$ cat src/rtl/wrr_requestor_bank_if.sv
// rtl/wrr_requestor_bank_if.sv - WRR arbitration handshake bundle (req/ack/gnt_w/gnt_id)
interface wrr_requestor_bank_if #(
  parameter int N       = 32,
  parameter int ID_BITS = $clog2(N)
);
  logic [N-1:0]       req;
  logic               ack;
  logic [N-1:0]       gnt_w;
  logic [ID_BITS-1:0] gnt_id;

  // master = requestor bank, slave = arbiter
  modport master (output req, ack, input gnt_w, gnt_id);
  modport slave  (input req, ack, output gnt_w, gnt_id);
endinterface

$ cat src/rtl/wrr_requestor_bank.sv
// rtl/wrr_requestor_bank.sv - per-source pending counters, grant acknowledge FSM and grant protocol checks
module wrr_requestor_bank #(
  parameter int N       = 32,
  parameter int ID_BITS = $clog2(N),
  parameter int CNT_W   = 4
) (
  input  logic                 clk,
  input  logic                 rst,
  input  logic [N-1:0]         push_i,
  wrr_requestor_bank_if.master arb,
  output logic [N-1:0]         full_o,
  output logic                 err_onehot_o,
  output logic                 err_id_o,
  output logic                 err_spurious_o,
  output logic                 err_overflow_o
);

  localparam logic [CNT_W-1:0] CNT_MAX = '1;
  localparam logic [N-1:0]     ONE     = N'(1);

  typedef enum logic {IDLE, ACK} state_e;

  state_e           state_q;
  logic             ack_q;
  logic [CNT_W-1:0] cnt_q [N];
  logic [CNT_W-1:0] cnt_d [N];
  logic             err_onehot_q, err_id_q, err_spurious_q, err_overflow_q;
  logic             err_onehot_d, err_id_d, err_spurious_d, err_overflow_d;

  logic [N-1:0] req_w;
  logic [N-1:0] id_mask;
  logic [N-1:0] dec_v;
  logic         grant_v, onehot, id_in_range, id_match, legal;

  always_comb begin
    for (int i = 0; i < N; i++) begin
      req_w[i]  = (cnt_q[i] != '0);
      full_o[i] = (cnt_q[i] == CNT_MAX);
    end
  end

  assign arb.req = req_w;
  assign arb.ack = ack_q;

  // Grant legality; a shift past N-1 yields zero, so an out-of-range id never matches.
  assign grant_v     = (state_q == IDLE) && (arb.gnt_w != '0);
  assign onehot      = ((arb.gnt_w & (arb.gnt_w - ONE)) == '0);
  assign id_in_range = (32'(arb.gnt_id) < N);
  assign id_mask     = ONE << arb.gnt_id;
  assign id_match    = id_in_range && (arb.gnt_w == id_mask);
  assign legal       = grant_v && onehot && id_match;
  assign dec_v       = legal ? (arb.gnt_w & req_w) : '0;

  assign err_onehot_d   = err_onehot_q | (grant_v && !onehot);
  assign err_id_d       = err_id_q | (grant_v && ((onehot && !id_match) || !id_in_range));
  assign err_spurious_d = err_spurious_q | (legal && ((arb.gnt_w & req_w) == '0));

  // A push coinciding with a decrement cancels out, so it is never dropped even when full.
  always_comb begin
    err_overflow_d = err_overflow_q;
    for (int i = 0; i < N; i++) begin
      cnt_d[i] = cnt_q[i]
               + CNT_W'(push_i[i] && !(full_o[i] && !dec_v[i]))
               - CNT_W'(dec_v[i]);
      if (push_i[i] && full_o[i] && !dec_v[i]) begin
        err_overflow_d = 1'b1;
      end
    end
  end

  always_ff @(posedge clk or posedge rst) begin
    if (rst) begin
      state_q        <= IDLE;
      ack_q          <= 1'b0;
      cnt_q          <= '{default: '0};
      err_onehot_q   <= 1'b0;
      err_id_q       <= 1'b0;
      err_spurious_q <= 1'b0;
      err_overflow_q <= 1'b0;
    end else begin
      case (state_q)
        IDLE: begin
          if (arb.gnt_w != '0) begin
            state_q <= ACK;
            ack_q   <= 1'b1;
          end
        end
        ACK: begin
          state_q <= IDLE;
          ack_q   <= 1'b0;
        end
        default: begin
          state_q <= IDLE;
          ack_q   <= 1'b0;
        end
      endcase
      cnt_q          <= cnt_d;
      err_onehot_q   <= err_onehot_d;
      err_id_q       <= err_id_d;
      err_spurious_q <= err_spurious_d;
      err_overflow_q <= err_overflow_d;
    end
  end

  assign err_onehot_o   = err_onehot_q;
  assign err_id_o       = err_id_q;
  assign err_spurious_o = err_spurious_q;
  assign err_overflow_o = err_overflow_q;

endmodule

$ cat src/flat_wrapper.sv
// flat-port wrapper written by rule: the top's interface ports become plain ports
module wrr_requestor_bank_flat 
#(
  parameter int N       = 32,
  parameter int ID_BITS = $clog2(N),
  parameter int CNT_W   = 4
)
  (clk, rst, push_i, full_o, err_onehot_o, err_id_o, err_spurious_o, err_overflow_o, arb_req, arb_ack, arb_gnt_w, arb_gnt_id);
  wrr_requestor_bank_if #(.N(N), .ID_BITS(ID_BITS)) arb_i ();
  input  logic clk;
  input  logic rst;
  input  logic [N-1:0] push_i;
  output logic [N-1:0] full_o;
  output logic err_onehot_o;
  output logic err_id_o;
  output logic err_spurious_o;
  output logic err_overflow_o;
  output wire logic [$bits(arb_i.req)-1:0] arb_req;
  output wire logic [$bits(arb_i.ack)-1:0] arb_ack;
  input wire logic [$bits(arb_i.gnt_w)-1:0] arb_gnt_w;
  input wire logic [$bits(arb_i.gnt_id)-1:0] arb_gnt_id;
  assign arb_req = arb_i.req;
  assign arb_ack = arb_i.ack;
  assign arb_i.gnt_w = arb_gnt_w;
  assign arb_i.gnt_id = arb_gnt_id;
  wrr_requestor_bank #(.N(N), .ID_BITS(ID_BITS), .CNT_W(CNT_W)) u_core (.clk(clk), .rst(rst), .push_i(push_i), .arb(arb_i), .full_o(full_o), .err_onehot_o(err_onehot_o), .err_id_o(err_id_o), .err_spurious_o(err_spurious_o), .err_overflow_o(err_overflow_o));
endmodule
$ cat config.mk
export PLATFORM = sky130hd
export DESIGN_NAME = wrr_requestor_bank_flat
export DESIGN_NICKNAME = d
export VERILOG_FILES = /design/src/rtl/wrr_requestor_bank_if.sv /design/src/rtl/wrr_requestor_bank.sv /design/src/flat_wrapper.sv
export SDC_FILE = /design/constraint.sdc
export NUM_CORES = 1
export LEC_CHECK = 0
export CORE_UTILIZATION = 43
export CTS_CLUSTER_DIAMETER = 50
export CTS_CLUSTER_SIZE = 24
export DETAILED_ROUTE_END_ITERATION = 10
export SETUP_SLACK_MARGIN = 0.3
export SYNTH_ARGS = -nofsm -noshare
export SYNTH_HDL_FRONTEND = slang
export SYNTH_SLANG_ARGS = --single-unit
$ cat constraint.sdc
create_clock -name clk -period 5.66 [get_ports clk]
set_clock_uncertainty 0.05 [all_clocks]
set_input_delay 0.566 -clock clk [delete_from_list [all_inputs] [get_ports clk]]
set_output_delay 0.566 -clock clk [all_outputs]
set_load 0.005 [all_outputs]
==> out/results.ini <==
[outcome]
outcome=finished with violations
violations=DRC

[power]
ir_worst_vdd_mv=0.2900
p_leak_uw=0.006664
pwr_density_cell_mw_per_mm2=473.7
total_power_uw=6346

[worst_hold_path]
min_from=u_core.err_onehot_o
hp-class=flop to flop
min_path_cells=1
hold_end=u_core.err_onehot_o

[yosys]
synthCells=1182
synth_area_leaders=dfrtp_1, ha_1, inv_1
synth_top_area_cell=dfrtp_1
synth_fp_nets=1477
ys_seq_elements=134
netlist_area_mm2=0.01096
async_flop_share_pct=100.0
synth_top_flop_cell=dfrtp_1
yosysWarnings=0
synth_cell_type_count=65
synth.avg_cell_area_um2=9.270
seq_area_frac_synth_pct=30.60
synth_top_area_share_pct=30.60
synth_edf_count=0

[sta]
rsz0062_at_grt=false
clock.fmax_ghz=0.2130
drv_slew=0
fin_tns_setup_ns=0
slew_headroom_pct=37.85
tightest_slew_ns=0.9322
hold_violations=0
timing.final.crit_share_pct=82.94
setup_viol=0
min_period_ns=4.694

[worst_setup_path]
crit_buf_inv=4
worstReg2RegEnd=u_core.cnt_q[79]
arrival_ns=4.95
cp-start-kind=input port
crit_path_end_kind=flop
crit_required_ns=5.92
crit_slowest_cell=or4_4
worst-path-max-fanout=30
path_class=input port to flop
rrSetupSlack_ns=2.77
rr_worst_depth=12
slowest_delay_ns=0.79
crit_top_cell=buf_4
path_delay_family=simple AND/OR/NAND/NOR gates
crit_chain=clkdlybuf4s50_1 > buf_4 > or3_4 > o31a_1 > nor4_2 > nor4b_2 > nand4b_2 > or4_4 > buf_4 > o21ai_0 > and2_1 > ha_1 > inv_1 > fa_1 > xnor2_1
timing.rr.start=u_core.cnt_q[78]

[clock_network]
ctsHoldBuffers=0
postCtsSetupRepairBufs=0
cts_buffers=17
cts_root_buf=clkbuf_16
clkTransAtPathRegs_ns=0.06
clk_latency_ns=0.42
clockBufferDepth=2
cts_sinks=134
ctsResizeCount=0
tritoncts=built
htreeDepth=4

[placed_design]
hpwl_mm=22.28
gp_congestion=0.8770
io_buffers=139

[die]
initial_core_util_pct=43.64
num_io_pins=140
dieArea_mm2=0.02612
core_area_mm2=0.02511
die_h_um=161.6
dieWidth_um=161.6
rows=58

[drt]
vias=8544
ant_nets=0
drc=2
wl_per_cell_um=16.69
drt_iter0_drc=413
drt_wl_total_mm=27.96
drt_first_pass_iters=8
vias_per_cell=5.101

[grt]
antenna_found_initial=2
overflow=0
grt_max_degree=97
grt_pass1_wl_mm=44.79
grt_pass1_vias=8489
gr-usage-all-layers_pct=22.44

[finish]
final_common_cell=inv_1
final_nets=1628
final_cell_mix=inv_1, ha_1, clkdlybuf4s50_1
drive_above_1_share_pct=4.167
nFillCells=2359
area_delta_synth_final_pct=22.27

[job]
drv_cap=0

## routing by layer
metal	global-route usage (%)	routed length, µm
met1	30.29	12990
met2	35.83	12790
met3	4.905	1615
met4	6.904	575
met5	0	0
## worst max path at each step
stage | startpoint | end | slack [ns] | cells past startpoint
floorplan | rst | u_core.arb.ack | 1.46 | 1
global placement | arb_gnt_id[4] | u_core.cnt_q[105] | 0.62 | 14
detailed placement | arb_gnt_id[4] | u_core.cnt_q[33] | 0.59 | 14
CTS | arb_gnt_id[4] | u_core.cnt_q[34] | 1.03 | 14
global route | arb_gnt_id[1] | u_core.cnt_q[34] | 0.64 | 15
finish | arb_gnt_id[1] | u_core.cnt_q[34] | 0.97 | 15
## logic make-up after synthesis
logic type | synth area share (%)
AND/OR/NAND/NOR | 15.08
flip-flops | 30.60
AO/OA/AOI/OAI | 10.94
adder cells (fa/ha/maj) | 28.23
XOR/XNOR | 5.116
buffers and inverters | 9.752
multiplexers | 0.2741
## worst register-to-register path, cell delays in order (launching register included)
cell	delay, ns
dfrtp_1	0.36
inv_1	0.07
ha_1	0.20
nand3_1	0.10
nand2_1	0.11
or2_2	0.34
nor4_1	0.48
ha_1	0.25
inv_1	0.07
ha_1	0.27
a21o_1	0.18
a21oi_1	0.16
xor2_1	0.16
## sequential cells by signal, summed over array words and instances (netlist names)
register / cells
u_core.err_onehot_o: 1
u_core.err_overflow_o: 1
u_core.err_id_o: 1
u_core.cnt_q: 128
u_core.err_spurious_o: 1
u_core.state_q: 1
u_core.arb.ack: 1
## area by class of cell
class	instances	area [µm²]	area share [%]
Antenna cell	1	2.502	0.01868
Clock buffer	18	439.2	3.278
Clock inverter	12	202.7	1.513
Inverter	255	962.2	7.182
Multi-Input combinational cell	773	6535	48.78
Sequential cell	134	3353	25.03
Tap cell	330	412.9	3.082
Timing Repair Buffer	152	1489	11.11
## per-stage QoR
step	hold WS (ns)	util [%]	std cells	setup WS (ns)	area, µm²
finish	0.4438	53.35	1675	0.9657	13400
global route	0.4716	53.34	1674	0.6403	13390
CTS	0.4506	53.34	1674	1.027	13390
detailed placement	0.4343	50.79	1644	0.5895	12750
global placement	0.4366	50.79	1644	0.6228	12750
floorplan	0.4010	-	1182	1.461	10960
## cell usage after synthesis, drive strengths merged, types with 4 or more instances
library cell,instances
nand2,49
nand4,13
a21oi,42
and2,31
or2,4
nand4b,5
dfrtp,134
ha,192
nor4,13
and3,32
nor2,42
o211ai,20
fa,32
nand3,39
o22ai,8
o21ai,43
inv,255
nand2b,11
a21o,34
xnor2,21
buf,14
nor3b,6
o2111ai,5
or3,15
clkbuf,6
or4,7
maj3,5
xor2,43
nor3,15
## power by group
part | total [µW] | switching (µW) | internal, µW
sequential | 1840 | 333 | 1510
clock | 1240 | 452 | 790
combinational | 3260 | 1680 | 1580
(Power assumes the default switching activity.)
